--- src/rtl/k_and_s_pkg.sv ---
// Shared types and constants for the K&S parameterised datapath:
// decoded instruction set, opcode values, ALU modes and the opcode decoder.
package k_and_s_pkg;

   typedef enum logic [4:0] {
      I_NOP    = 5'd0,
      I_LOAD   = 5'd1,
      I_STORE  = 5'd2,
      I_MOVE   = 5'd3,
      I_ADD    = 5'd4,
      I_SUB    = 5'd5,
      I_AND    = 5'd6,
      I_OR     = 5'd7,
      I_SHL    = 5'd8,
      I_SHR    = 5'd9,
      I_BRANCH = 5'd10,
      I_BZERO  = 5'd11,
      I_BNEG   = 5'd12,
      I_BOV    = 5'd13,
      I_BNOV   = 5'd14,
      I_BNNEG  = 5'd15,
      I_BNZERO = 5'd16,
      I_HALT   = 5'd17
   } decoded_instruction_type;

   localparam logic [7:0] OPC_LOAD   = 8'h81;
   localparam logic [7:0] OPC_STORE  = 8'h82;
   localparam logic [7:0] OPC_MOVE   = 8'h91;
   localparam logic [7:0] OPC_ADD    = 8'hA1;
   localparam logic [7:0] OPC_SUB    = 8'hA2;
   localparam logic [7:0] OPC_AND    = 8'hA3;
   localparam logic [7:0] OPC_OR     = 8'hA4;
   localparam logic [7:0] OPC_SHL    = 8'hA5;
   localparam logic [7:0] OPC_SHR    = 8'hA6;
   localparam logic [7:0] OPC_BRANCH = 8'h01;
   localparam logic [7:0] OPC_BZERO  = 8'h02;
   localparam logic [7:0] OPC_BNEG   = 8'h03;
   localparam logic [7:0] OPC_BOV    = 8'h05;
   localparam logic [7:0] OPC_BNOV   = 8'h06;
   localparam logic [7:0] OPC_BNNEG  = 8'h0A;
   localparam logic [7:0] OPC_BNZERO = 8'h0B;
   localparam logic [7:0] OPC_HALT   = 8'hFF;

   typedef enum logic [2:0] {
      ALU_ADD   = 3'b000,
      ALU_SUB   = 3'b001,
      ALU_AND   = 3'b010,
      ALU_OR    = 3'b011,
      ALU_SHL   = 3'b100,
      ALU_SHR   = 3'b101,
      ALU_PASS  = 3'b110,
      ALU_PASS2 = 3'b111
   } alu_mode_t;

   // Field layout class of an instruction; selects which IR fields are live.
   typedef enum logic [2:0] {
      FMT_NONE   = 3'd0,
      FMT_LOAD   = 3'd1,
      FMT_STORE  = 3'd2,
      FMT_MOVE   = 3'd3,
      FMT_ALU    = 3'd4,
      FMT_BRANCH = 3'd5
   } instr_fmt_t;

   function automatic decoded_instruction_type decode_opcode(input logic [7:0] opc);
      decoded_instruction_type d;
      case (opc)
         OPC_LOAD:   d = I_LOAD;
         OPC_STORE:  d = I_STORE;
         OPC_MOVE:   d = I_MOVE;
         OPC_ADD:    d = I_ADD;
         OPC_SUB:    d = I_SUB;
         OPC_AND:    d = I_AND;
         OPC_OR:     d = I_OR;
         OPC_SHL:    d = I_SHL;
         OPC_SHR:    d = I_SHR;
         OPC_BRANCH: d = I_BRANCH;
         OPC_BZERO:  d = I_BZERO;
         OPC_BNEG:   d = I_BNEG;
         OPC_BOV:    d = I_BOV;
         OPC_BNOV:   d = I_BNOV;
         OPC_BNNEG:  d = I_BNNEG;
         OPC_BNZERO: d = I_BNZERO;
         OPC_HALT:   d = I_HALT;
         default:    d = I_NOP;
      endcase
      return d;
   endfunction

   function automatic instr_fmt_t format_of(input decoded_instruction_type d);
      instr_fmt_t f;
      case (d)
         I_LOAD:                                    f = FMT_LOAD;
         I_STORE:                                   f = FMT_STORE;
         I_MOVE:                                    f = FMT_MOVE;
         I_ADD, I_SUB, I_AND, I_OR, I_SHL, I_SHR:   f = FMT_ALU;
         I_BRANCH, I_BZERO, I_BNEG, I_BOV,
         I_BNOV, I_BNNEG, I_BNZERO:                 f = FMT_BRANCH;
         default:                                   f = FMT_NONE;
      endcase
      return f;
   endfunction

endpackage

--- src/rtl/ks_param_data_path_if.sv ---
// Control-unit strobe bundle driving the datapath.
interface ks_param_data_path_if;
   logic       branch;
   logic       pc_enable;
   logic       ir_enable;
   logic       addr_sel;
   logic       c_sel;
   logic       write_reg_enable;
   logic       flags_reg_enable;
   logic [2:0] operation;

   modport master (
      output branch, pc_enable, ir_enable, addr_sel, c_sel,
             write_reg_enable, flags_reg_enable, operation
   );

   modport slave (
      input  branch, pc_enable, ir_enable, addr_sel, c_sel,
             write_reg_enable, flags_reg_enable, operation
   );
endinterface

--- src/rtl/ks_regfile.sv ---
// Register file: NREG x DATA_W, two combinational read ports, one
// synchronous write port. A same-cycle read of the written entry sees the
// old contents because the write only lands at the clock edge.
module ks_regfile #(
   parameter int DATA_W = 16,
   parameter int NREG   = 4
) (
   input  logic                    clk,
   input  logic                    rst_n,
   input  logic                    we,
   input  logic [$clog2(NREG)-1:0] waddr,
   input  logic [DATA_W-1:0]       wdata,
   input  logic [$clog2(NREG)-1:0] raddr_a,
   input  logic [$clog2(NREG)-1:0] raddr_b,
   output logic [DATA_W-1:0]       rdata_a,
   output logic [DATA_W-1:0]       rdata_b
);

   logic [DATA_W-1:0] regs_r [NREG];

   // Storage update: synchronous clear, otherwise write on enable.
   always_ff @(posedge clk) begin
      if (!rst_n) begin
         for (int i = 0; i < NREG; i++) begin
            regs_r[i] <= '0;
         end
      end else if (we) begin
         regs_r[waddr] <= wdata;
      end
   end

   assign rdata_a = regs_r[raddr_a];
   assign rdata_b = regs_r[raddr_b];

endmodule

--- src/rtl/ks_param_data_path.sv ---
// K&S datapath: IR, PC, instruction decode, register file, ALU and flag
// registers, steered by strobes from the control unit.
module ks_param_data_path
   import k_and_s_pkg::*;
#(
   parameter int DATA_W = 16,
   parameter int ADDR_W = 5,
   parameter int NREG   = 4
) (
   input  logic                    clk,
   input  logic                    rst_n,
   ks_param_data_path_if.slave     ctrl,
   input  logic [DATA_W-1:0]       data_in,
   output decoded_instruction_type decoded_instruction,
   output logic                    zero_op,
   output logic                    neg_op,
   output logic                    unsigned_overflow,
   output logic                    signed_overflow,
   output logic [ADDR_W-1:0]       ram_addr,
   output logic [DATA_W-1:0]       data_out
);

   localparam int RW = $clog2(NREG);

   // Field widths must fit below the 8-bit opcode.
   if (DATA_W < 16 || ADDR_W < 1 || NREG < 2 || NREG > 16 ||
       (NREG & (NREG - 1)) != 0 ||
       DATA_W < 8 + ADDR_W + RW || DATA_W < 8 + 3 * RW) begin : g_param_check
      $error("ks_param_data_path: illegal DATA_W/ADDR_W/NREG combination");
   end

   logic [DATA_W-1:0] ir_r;
   logic [ADDR_W-1:0] pc_r;
   logic [7:0]        opcode_s;
   instr_fmt_t        fmt_s;
   logic [ADDR_W-1:0] dec_addr_s;
   logic [RW-1:0]     dst_s;
   logic [RW-1:0]     rd_a_s;
   logic [RW-1:0]     rd_b_s;
   logic [DATA_W-1:0] bus_a_s;
   logic [DATA_W-1:0] bus_b_s;
   logic [DATA_W-1:0] wdata_s;
   logic [DATA_W:0]   ext_s;
   logic [DATA_W-1:0] alu_res_s;
   logic              alu_uov_s;
   logic              alu_sov_s;
   logic              alu_zero_s;
   logic              alu_neg_s;
   logic              unused_ir_s;

   assign opcode_s    = ir_r[DATA_W-1 -: 8];
   assign unused_ir_s = ^ir_r;

   // Opcode decode and field extraction; fields not used by the format stay 0.
   always_comb begin
      decoded_instruction = decode_opcode(opcode_s);
      fmt_s               = format_of(decoded_instruction);
      dec_addr_s          = '0;
      dst_s               = '0;
      rd_a_s              = '0;
      rd_b_s              = '0;
      case (fmt_s)
         FMT_LOAD: begin
            dst_s      = ir_r[ADDR_W +: RW];
            dec_addr_s = ir_r[ADDR_W-1:0];
         end
         FMT_STORE: begin
            rd_a_s     = ir_r[ADDR_W +: RW];
            dec_addr_s = ir_r[ADDR_W-1:0];
         end
         FMT_MOVE: begin
            dst_s  = ir_r[RW +: RW];
            rd_a_s = ir_r[0 +: RW];
         end
         FMT_ALU: begin
            dst_s  = ir_r[2*RW +: RW];
            rd_a_s = ir_r[RW +: RW];
            rd_b_s = ir_r[0 +: RW];
         end
         FMT_BRANCH: begin
            dec_addr_s = ir_r[ADDR_W-1:0];
         end
         default: begin
            dec_addr_s = '0;
         end
      endcase
   end

   assign wdata_s = ctrl.c_sel ? data_in : alu_res_s;

   ks_regfile #(
      .DATA_W (DATA_W),
      .NREG   (NREG)
   ) u_regfile (
      .clk     (clk),
      .rst_n   (rst_n),
      .we      (ctrl.write_reg_enable),
      .waddr   (dst_s),
      .wdata   (wdata_s),
      .raddr_a (rd_a_s),
      .raddr_b (rd_b_s),
      .rdata_a (bus_a_s),
      .rdata_b (bus_b_s)
   );

   // ALU result plus carry/borrow/shift-out and signed overflow.
   always_comb begin
      ext_s     = '0;
      alu_res_s = bus_a_s;
      alu_uov_s = 1'b0;
      alu_sov_s = 1'b0;
      case (alu_mode_t'(ctrl.operation))
         ALU_ADD: begin
            ext_s     = {1'b0, bus_a_s} + {1'b0, bus_b_s};
            alu_res_s = ext_s[DATA_W-1:0];
            alu_uov_s = ext_s[DATA_W];
            alu_sov_s = (bus_a_s[DATA_W-1] == bus_b_s[DATA_W-1]) &&
                        (alu_res_s[DATA_W-1] != bus_a_s[DATA_W-1]);
         end
         ALU_SUB: begin
            ext_s     = {1'b0, bus_a_s} - {1'b0, bus_b_s};
            alu_res_s = ext_s[DATA_W-1:0];
            alu_uov_s = ext_s[DATA_W];
            alu_sov_s = (bus_a_s[DATA_W-1] != bus_b_s[DATA_W-1]) &&
                        (alu_res_s[DATA_W-1] != bus_a_s[DATA_W-1]);
         end
         ALU_AND: alu_res_s = bus_a_s & bus_b_s;
         ALU_OR:  alu_res_s = bus_a_s | bus_b_s;
         ALU_SHL: begin
            alu_res_s = {bus_a_s[DATA_W-2:0], 1'b0};
            alu_uov_s = bus_a_s[DATA_W-1];
         end
         ALU_SHR: begin
            alu_res_s = {1'b0, bus_a_s[DATA_W-1:1]};
            alu_uov_s = bus_a_s[0];
         end
         default: alu_res_s = bus_a_s;
      endcase
   end

   assign alu_zero_s = (alu_res_s == '0);
   assign alu_neg_s  = alu_res_s[DATA_W-1];

   // Instruction register load.
   always_ff @(posedge clk) begin
      if (!rst_n) begin
         ir_r <= '0;
      end else if (ctrl.ir_enable) begin
         ir_r <= data_in;
      end
   end

   // Program counter: branch target or wrap-around increment.
   always_ff @(posedge clk) begin
      if (!rst_n) begin
         pc_r <= '0;
      end else if (ctrl.pc_enable) begin
         if (ctrl.branch) begin
            pc_r <= dec_addr_s;
         end else begin
            pc_r <= pc_r + {{(ADDR_W-1){1'b0}}, 1'b1};
         end
      end
   end

   // Flag registers capture the ALU flags when enabled.
   always_ff @(posedge clk) begin
      if (!rst_n) begin
         zero_op           <= 1'b0;
         neg_op            <= 1'b0;
         unsigned_overflow <= 1'b0;
         signed_overflow   <= 1'b0;
      end else if (ctrl.flags_reg_enable) begin
         zero_op           <= alu_zero_s;
         neg_op            <= alu_neg_s;
         unsigned_overflow <= alu_uov_s;
         signed_overflow   <= alu_sov_s;
      end
   end

   assign ram_addr = ctrl.addr_sel ? dec_addr_s : pc_r;
   assign data_out = bus_a_s;

endmodule

--- src/flat_wrapper.sv ---
// flat-port wrapper written by rule: the top's interface ports become plain ports
module ks_param_data_path_flat import k_and_s_pkg::*;
#(
   parameter int DATA_W = 16,
   parameter int ADDR_W = 5,
   parameter int NREG   = 4
)
  (clk, rst_n, data_in, decoded_instruction, zero_op, neg_op, unsigned_overflow, signed_overflow, ram_addr, data_out, ctrl_branch, ctrl_pc_enable, ctrl_ir_enable, ctrl_addr_sel, ctrl_c_sel, ctrl_write_reg_enable, ctrl_flags_reg_enable, ctrl_operation);
  ks_param_data_path_if ctrl_i ();
  input  logic clk;
  input  logic rst_n;
  input  logic [DATA_W-1:0] data_in;
  output decoded_instruction_type decoded_instruction;
  output logic zero_op;
  output logic neg_op;
  output logic unsigned_overflow;
  output logic signed_overflow;
  output logic [ADDR_W-1:0] ram_addr;
  output logic [DATA_W-1:0] data_out;
  input wire logic [$bits(ctrl_i.branch)-1:0] ctrl_branch;
  input wire logic [$bits(ctrl_i.pc_enable)-1:0] ctrl_pc_enable;
  input wire logic [$bits(ctrl_i.ir_enable)-1:0] ctrl_ir_enable;
  input wire logic [$bits(ctrl_i.addr_sel)-1:0] ctrl_addr_sel;
  input wire logic [$bits(ctrl_i.c_sel)-1:0] ctrl_c_sel;
  input wire logic [$bits(ctrl_i.write_reg_enable)-1:0] ctrl_write_reg_enable;
  input wire logic [$bits(ctrl_i.flags_reg_enable)-1:0] ctrl_flags_reg_enable;
  input wire logic [$bits(ctrl_i.operation)-1:0] ctrl_operation;
  assign ctrl_i.branch = ctrl_branch;
  assign ctrl_i.pc_enable = ctrl_pc_enable;
  assign ctrl_i.ir_enable = ctrl_ir_enable;
  assign ctrl_i.addr_sel = ctrl_addr_sel;
  assign ctrl_i.c_sel = ctrl_c_sel;
  assign ctrl_i.write_reg_enable = ctrl_write_reg_enable;
  assign ctrl_i.flags_reg_enable = ctrl_flags_reg_enable;
  assign ctrl_i.operation = ctrl_operation;
  ks_param_data_path #(.DATA_W(DATA_W), .ADDR_W(ADDR_W), .NREG(NREG)) u_core (.clk(clk), .rst_n(rst_n), .ctrl(ctrl_i), .data_in(data_in), .decoded_instruction(decoded_instruction), .zero_op(zero_op), .neg_op(neg_op), .unsigned_overflow(unsigned_overflow), .signed_overflow(signed_overflow), .ram_addr(ram_addr), .data_out(data_out));
endmodule
--- config.mk ---
export PLATFORM = sky130hd
export DESIGN_NAME = ks_param_data_path_flat
export DESIGN_NICKNAME = d
export VERILOG_FILES = /design/src/rtl/k_and_s_pkg.sv /design/src/rtl/ks_param_data_path_if.sv /design/src/rtl/ks_regfile.sv /design/src/rtl/ks_param_data_path.sv /design/src/flat_wrapper.sv
export SDC_FILE = /design/constraint.sdc
export NUM_CORES = 1
export LEC_CHECK = 0
export CAP_MARGIN = 10
export CORE_UTILIZATION = 50
export DETAILED_ROUTE_END_ITERATION = 12
export PLACE_DENSITY = 0.72
export SLEW_MARGIN = 20
export SYNTH_ARGS = -nofsm -noshare
export SYNTH_HDL_FRONTEND = slang
export SYNTH_HIERARCHICAL = 1
export SYNTH_SLANG_ARGS = --single-unit
--- constraint.sdc ---
create_clock -name clk -period 7.1 [get_ports clk]
set_clock_uncertainty 0.15 [all_clocks]
set_input_delay 2.13 -clock clk [delete_from_list [all_inputs] [get_ports clk]]
set_output_delay 2.13 -clock clk [all_outputs]
set_load 0.05 [all_outputs]
==> results of run 1 <==
==> cell families (layout without fill, tap and decap cells) <==
kind of cell             Yosys count  count (layout)  share of synthesized area, %
adder cells (fa/ha/maj)           51              51                          8.01
AO/OA/AOI/OAI                    229             229                          20.3
buffers and inverters            127             151                          7.15
multiplexers                      67              67                          14.1
flip-flops                        88              88                          29.5
XOR/XNOR                           5               5                         0.537
AND/OR/NAND/NOR                  304             304                          20.4
==> layer usage <==
layer / global-route usage, % / share of wire, %
met5: 0 / 0
met4: 12.2 / 3.3
met2: 45.3 / 45
met1: 41.9 / 43
met3: 4.31 / 8.3
==> power groups by stage <==
stage / clock network [mW] / logic (mW) / registers (mW)
after global placement: 0 / 0.734 / 0.619
final: 0.462 / 0.764 / 0.610
after global routing: 0.485 / 0.817 / 0.614
after floorplan: 0 / 0.551 / 0.611
after CTS: 0.468 / 0.743 / 0.609
after detailed placement: 0 / 0.739 / 0.620
==> cell type report <==
cell class / count / share of cell area [%]
multi-input combinational: 656 / 57.2
sequential: 88 / 26.6
timing repair buffer: 69 / 7.26
tap: 216 / 2.99
clock buffer: 12 / 2.85
inverter: 66 / 2.74
clock inverter: 4 / 0.305
==> worst max-delay path: cells and delay by family (launching register included) <==
| family | cells | cell delay, ns |
|---|---|---|
| multiplexers | 1 | 0.63 |
| buffers and inverters | 3 | 1.51 |
| AND/OR/NAND/NOR | 1 | 0.29 |
| AO/OA/AOI/OAI | 4 | 1.02 |
| flip-flops | 1 | 0.64 |
==> placed cells by master (no fill, tap or decap), types with 7 or more instances in the layout <==
cell type	netlist	final
clkbuf_16	0	10
nor3_1	21	21
edfxtp_1	64	64
o21ai_0	50	48
inv_1	64	64
a21oi_1	44	44
a31oi_1	10	10
a211o_1	7	7
nand2b_1	10	10
buf_4	0	12
o21a_1	7	7
nor4_1	7	7
nand2_1	54	54
and2_1	55	55
o31ai_1	7	7
nand3_1	21	21
o211ai_1	9	9
mux4_2	22	22
nand4_1	7	7
dfxtp_1	24	24
nor2b_1	28	28
a211oi_1	9	9
o22ai_1	8	8
nor2_1	46	46
mux2i_1	28	28
and3_1	21	21
ha_1	49	49
clkdlybuf4s50_1	0	56
mux4_1	12	12
==> sequential cells by signal, indices dropped and copies added, names as in the netlist <==
| register | cells |
|---|---|
| u_core/ir_r | 15 |
| u_core/signed_overflow | 1 |
| u_core/zero_op | 1 |
| u_core/unsigned_overflow | 1 |
| u_core/neg_op | 1 |
| u_core/u_regfile/regs_r | 64 |
| u_core/pc_r | 5 |
==> worst min-delay path by stage <==
stage,to,cells after the start
2_1_floorplan,u_core/pc_r[1]$_SDFFE_PN0P_,2
3_3_place_gp,u_core/zero_op$_SDFFE_PN0P_,2
3_5_place_dp,u_core/zero_op$_SDFFE_PN0P_,2
4_1_cts,u_core/zero_op$_SDFFE_PN0P_,2
5_1_grt,u_core/zero_op$_SDFFE_PN0P_,2
6_report,u_core/zero_op$_SDFFE_PN0P_,2
==> impl_metrics.ini, run 1 <==
[pwr]
finalPower_mw = 1.84
p_switching_mw = 0.712
peakVddDrop_mv = 0.136
pwr-share-comb_pct = 41.6
power.density_nw_per_um2 = 203
power_leakage_nw = 3.50
p_int_mw = 1.13
p_seq_share_pct = 33.2
sw_frac_of_total_pct = 38.7
power_frac_clock_pct = 25.2

[timing]
finalCritPeriodShare_pct = 94.9
setup_viol = 0
relSlewSlack_pct = 31.8
rsz0062_at_grt = no
timing.fmax_mhz = 148
setup_slack_ns = 0.365
hold_viol = 0
drv_slew = 0
worst_pin_slew_ns = 1.02
holdWs_ns = 0.304
fin_crit_ns = 6.74
fin_setup_tns_ns = 0

[cells_and_area]
fin_nets = 969
final_cell_count_no_fill = 1111
drive_above_1_share_pct = 8.94
seq_area_sq_um = 2400
multi_input_comb_area_sq_um = 5170
syn_to_final_growth_pct = 10.7
diodes = 0
fin_area_sq_um = 9030
final_core_util_pct = 56.8
nFillCells = 1419

[critical_path]
critPathCaptureType = output port
path_max_fanout = 16
worstSetupStartpoint = u_core/ir_r[9]$_SDFFE_PN0P_
ff2ff_setup_slack_ns = 0.53
path_class = reg2out
cpPeakStageDelay_ns = 0.74
worst_path_max_delay_cell = clkdlybuf4s50_1
cp-endpoint = data_out[9]
ff2ff_path_depth = 18
required_ns = 4.82
critPathArrivalTime_ns = 4.46
reg2reg_from = u_core/ir_r[9]$_SDFFE_PN0P_
critical_path.startpoint_type = register
path_cells = nand2b_1, a21boi_0, a221oi_1, o21a_1, a222oi_1, inv_1, buf_4, mux4_2, clkdlybuf4s50_1
r2r-end = u_core/u_regfile/regs_r[3][12]$_DFFE_PP_

[clocking]
clkLatencyLatePin_ns = 0.35
cts_hold_buf = 0
clock-sinks = 88
cts_buffer_depth = 2
clk_pin_slew_ns = 0.07
cts_buffers = 9
postCtsSetupBuffers = 0
cts_root_buf = clkbuf_16
htreeDepth = 3
cts_tree = yes
cts_resized = 0

[floorplanning]
placementRows = 46
die_w_um = 130
start_util_pct = 51.3
num_io_pins = 58
dieHeight_um = 130
core_area_sq_um = 15900
die-area_sq_um = 16800

[drt]
initialDrtViolationCount = 1192
vias = 7306
drt-pass1-iter-count = 7
ant_nets = 0
via_per_inst = 6.58
routedWlPerCell_um = 22.0
drc = 0
routed_wirelength_mm = 24.5

[outcome]
outcome = finished, final reports clean

[worst_hold_path]
hold_path.class = reg2reg
hold_path.startpoint = u_core/zero_op$_SDFFE_PN0P_

[global_route]
grt_pass1_vias = 6664
grt_usage_pct = 29.5
grt_pass1_wl_mm = 37.5
grt_max_degree = 46
overflow = 0
antenna_found_initial = 0

[synth]
synth_top_area_share_pct = 23.6
synth_area_sq_um = 8150
synth_fp_nets = 950
ys_top_cells_by_area = edfxtp_1, ha_1, mux4_2, dfxtp_1, and2_1
synth_commonest_cells = edfxtp_1, inv_1, and2_1
ys_ff_latch = 88
synth_top_area_cell = edfxtp_1
yosysWarnings = 6
ys_seq_area_share_pct = 29.5
syn_inst = 871
synthFlopType = edfxtp_1
syn_area_per_cell_sq_um = 9.36
synth-async-reset-ratio_pct = 0
synth-edff-count = 64
synth_cell_type_count = 98

[flow_run]
max_cap_viol_count = 0

[place]
dp_slack_ns = 0.787
port-buffer-count = 57
globalplace.congestion = 0.954
place_area_sq_um = 8740
dp.cells = 1095
hpwlAfterDp_mm = 17.9
Power figures use the tool's default switching activity.
==> run 2: changes to the inputs <==
--- a/config.mk
+++ b/config.mk
@@ -5,8 +5,9 @@
 export SDC_FILE = /design/constraint.sdc
 export NUM_CORES = 1
 export LEC_CHECK = 0
-export CAP_MARGIN = 10
+export CAP_MARGIN = 25
 export CORE_UTILIZATION = 50
+export CTS_CLUSTER_SIZE = 40
 export DETAILED_ROUTE_END_ITERATION = 12
 export PLACE_DENSITY = 0.72
 export SLEW_MARGIN = 20
==> impl_metrics.ini, run 2 (same netlist as run 1, synthesis figures left out) <==
[critical_path]
path_max_fanout = 11
required_ns = 4.82
critical_path.startpoint_type = register
path_cells = nor4_1, nand2_1, o21ai_0, o21ai_0, a211o_1, o21ai_0, o21a_1, a222oi_1, inv_1, buf_4, mux4_2, clkdlybuf4s50_1
worst_path_max_delay_cell = clkdlybuf4s50_1
path_class = reg2out
critPathBufInv = 3
critPathTopFamily = buffers and inverters
cpPeakStageDelay_ns = 0.74
critPathCaptureType = output port
path_common_cell = o21ai_0
critPathArrivalTime_ns = 4.46

[clocking]
htreeDepth = 3
clkLatencyLatePin_ns = 0.35
postCtsSetupBuffers = 0
clock-sinks = 88
cts_buffer_depth = 2
cts_root_buf = clkbuf_16
cts_tree = yes
cts_buffers = 9
clk_pin_slew_ns = 0.07
cts_hold_buf = 0
cts_resized = 0

[floorplanning]
placementRows = 46
dieHeight_um = 130
core_area_sq_um = 15900
die_w_um = 130
die-area_sq_um = 16800
num_io_pins = 58
start_util_pct = 51.3

[outcome]
outcome = finished, final reports clean

[timing]
holdWs_ns = 0.304
setup_slack_ns = 0.359
drv_slew = 0
timing.fmax_mhz = 148
fin_crit_ns = 6.74
fin_setup_tns_ns = 0
worst_pin_slew_ns = 1.01
relSlewSlack_pct = 32.7
setup_viol = 0
finalCritPeriodShare_pct = 94.9
hold_viol = 0
rsz0062_at_grt = no

[cells_and_area]
regMostFlops = u_core/u_regfile/regs_r
syn_to_final_growth_pct = 10.9
top_regs = u_core/u_regfile/regs_r (64), u_core/ir_r (15), u_core/pc_r (5)
diodes = 0
layout_common_cells = inv_1, edfxtp_1, clkdlybuf4s50_1
fin_nets = 970
drive_above_1_share_pct = 9.04
largest_register_ffs = 64
nFillCells = 1417

[drt]
vias = 7230
routedWlPerCell_um = 21.9
drt-pass1-iter-count = 5
ant_nets = 0
initialDrtViolationCount = 1063
routed_wirelength_mm = 24.3
drc = 0
via_per_inst = 6.50

[global_route]
grt_pass1_vias = 6664
grt_pass1_wl_mm = 37.5
grt_max_degree = 46
grt_usage_pct = 29.5
antenna_found_initial = 0
overflow = 0

[place]
port-buffer-count = 57
dp_slack_ns = 0.787
hpwlAfterDp_mm = 17.9
globalplace.congestion = 0.954

[pwr]
peakVddDrop_mv = 0.135
power.density_nw_per_um2 = 203
power_leakage_nw = 3.50

[worst_hold_path]
hold_path.class = reg2reg

[flow_run]
max_cap_viol_count = 0
[run 2: changes by cell type in the layout (fill, tap and decap cells not counted), sizes merged]
cell  before  now
buf       13   14
[run 2: through the flow]
step	power, mW	utilization, %	area (sq um)	cells
floorplan	1.16	-	8150	871
global placement	1.35	55.0	8740	1095
detailed placement	1.36	55.0	8740	1095
CTS	1.82	56.8	9030	1111
global route	1.92	56.9	9040	1112
finish	1.83	56.9	9040	1112
[run 2: worst paths after layout]
path,from,to,slack (ns),depth (start not counted)
worst max-delay path,u_core/ir_r[15]$_SDFFE_PN0P_,data_out[9],0.36,12
worst max register to register,u_core/ir_r[15]$_SDFFE_PN0P_,u_core/u_regfile/regs_r[3][12]$_DFFE_PP_,0.51,19
worst min-delay path,u_core/zero_op$_SDFFE_PN0P_,u_core/zero_op$_SDFFE_PN0P_,0.30,2
worst min register to register,u_core/zero_op$_SDFFE_PN0P_,u_core/zero_op$_SDFFE_PN0P_,0.30,2
[run 2: power by group]
group          switching [mW]  total [mW]  leakage [nW]  internal (mW)
logic                   0.482       0.764          2.49          0.281
registers              0.0249       0.610         0.869          0.585
clock network           0.202       0.461         0.142          0.260
[run 2: worst min-delay path, cell delays in order, from the launching register on]
cell	delay (ns)
dfxtp_1	0.31
nand2_1	0.05
o21ai_1	0.05
[run 2: routing by layer]
| layer | track usage [%] | share of wire, % | vias to the layer above |
|---|---|---|---|
| met5 | 0 | 0 | - |
| met2 | 45.3 | 45 | 387 |
| met3 | 4.31 | 8.1 | 49 |
| li1 | - | - | 3299 |
| met4 | 12.2 | 3.3 | 0 |
| met1 | 41.9 | 43 | 3495 |
[run 2: area by class of cell]
| type | instances | area (sq um) | share of cell area (%) |
|---|---|---|---|
| Clock buffer | 12 | 258 | 2.85 |
| Clock inverter | 4 | 27.5 | 0.304 |
| Inverter | 66 | 248 | 2.74 |
| Multi-Input combinational cell | 656 | 5170 | 57.1 |
| Sequential cell | 88 | 2400 | 26.6 |
| Tap cell | 216 | 270 | 2.99 |
| Timing Repair Buffer | 70 | 671 | 7.42 |
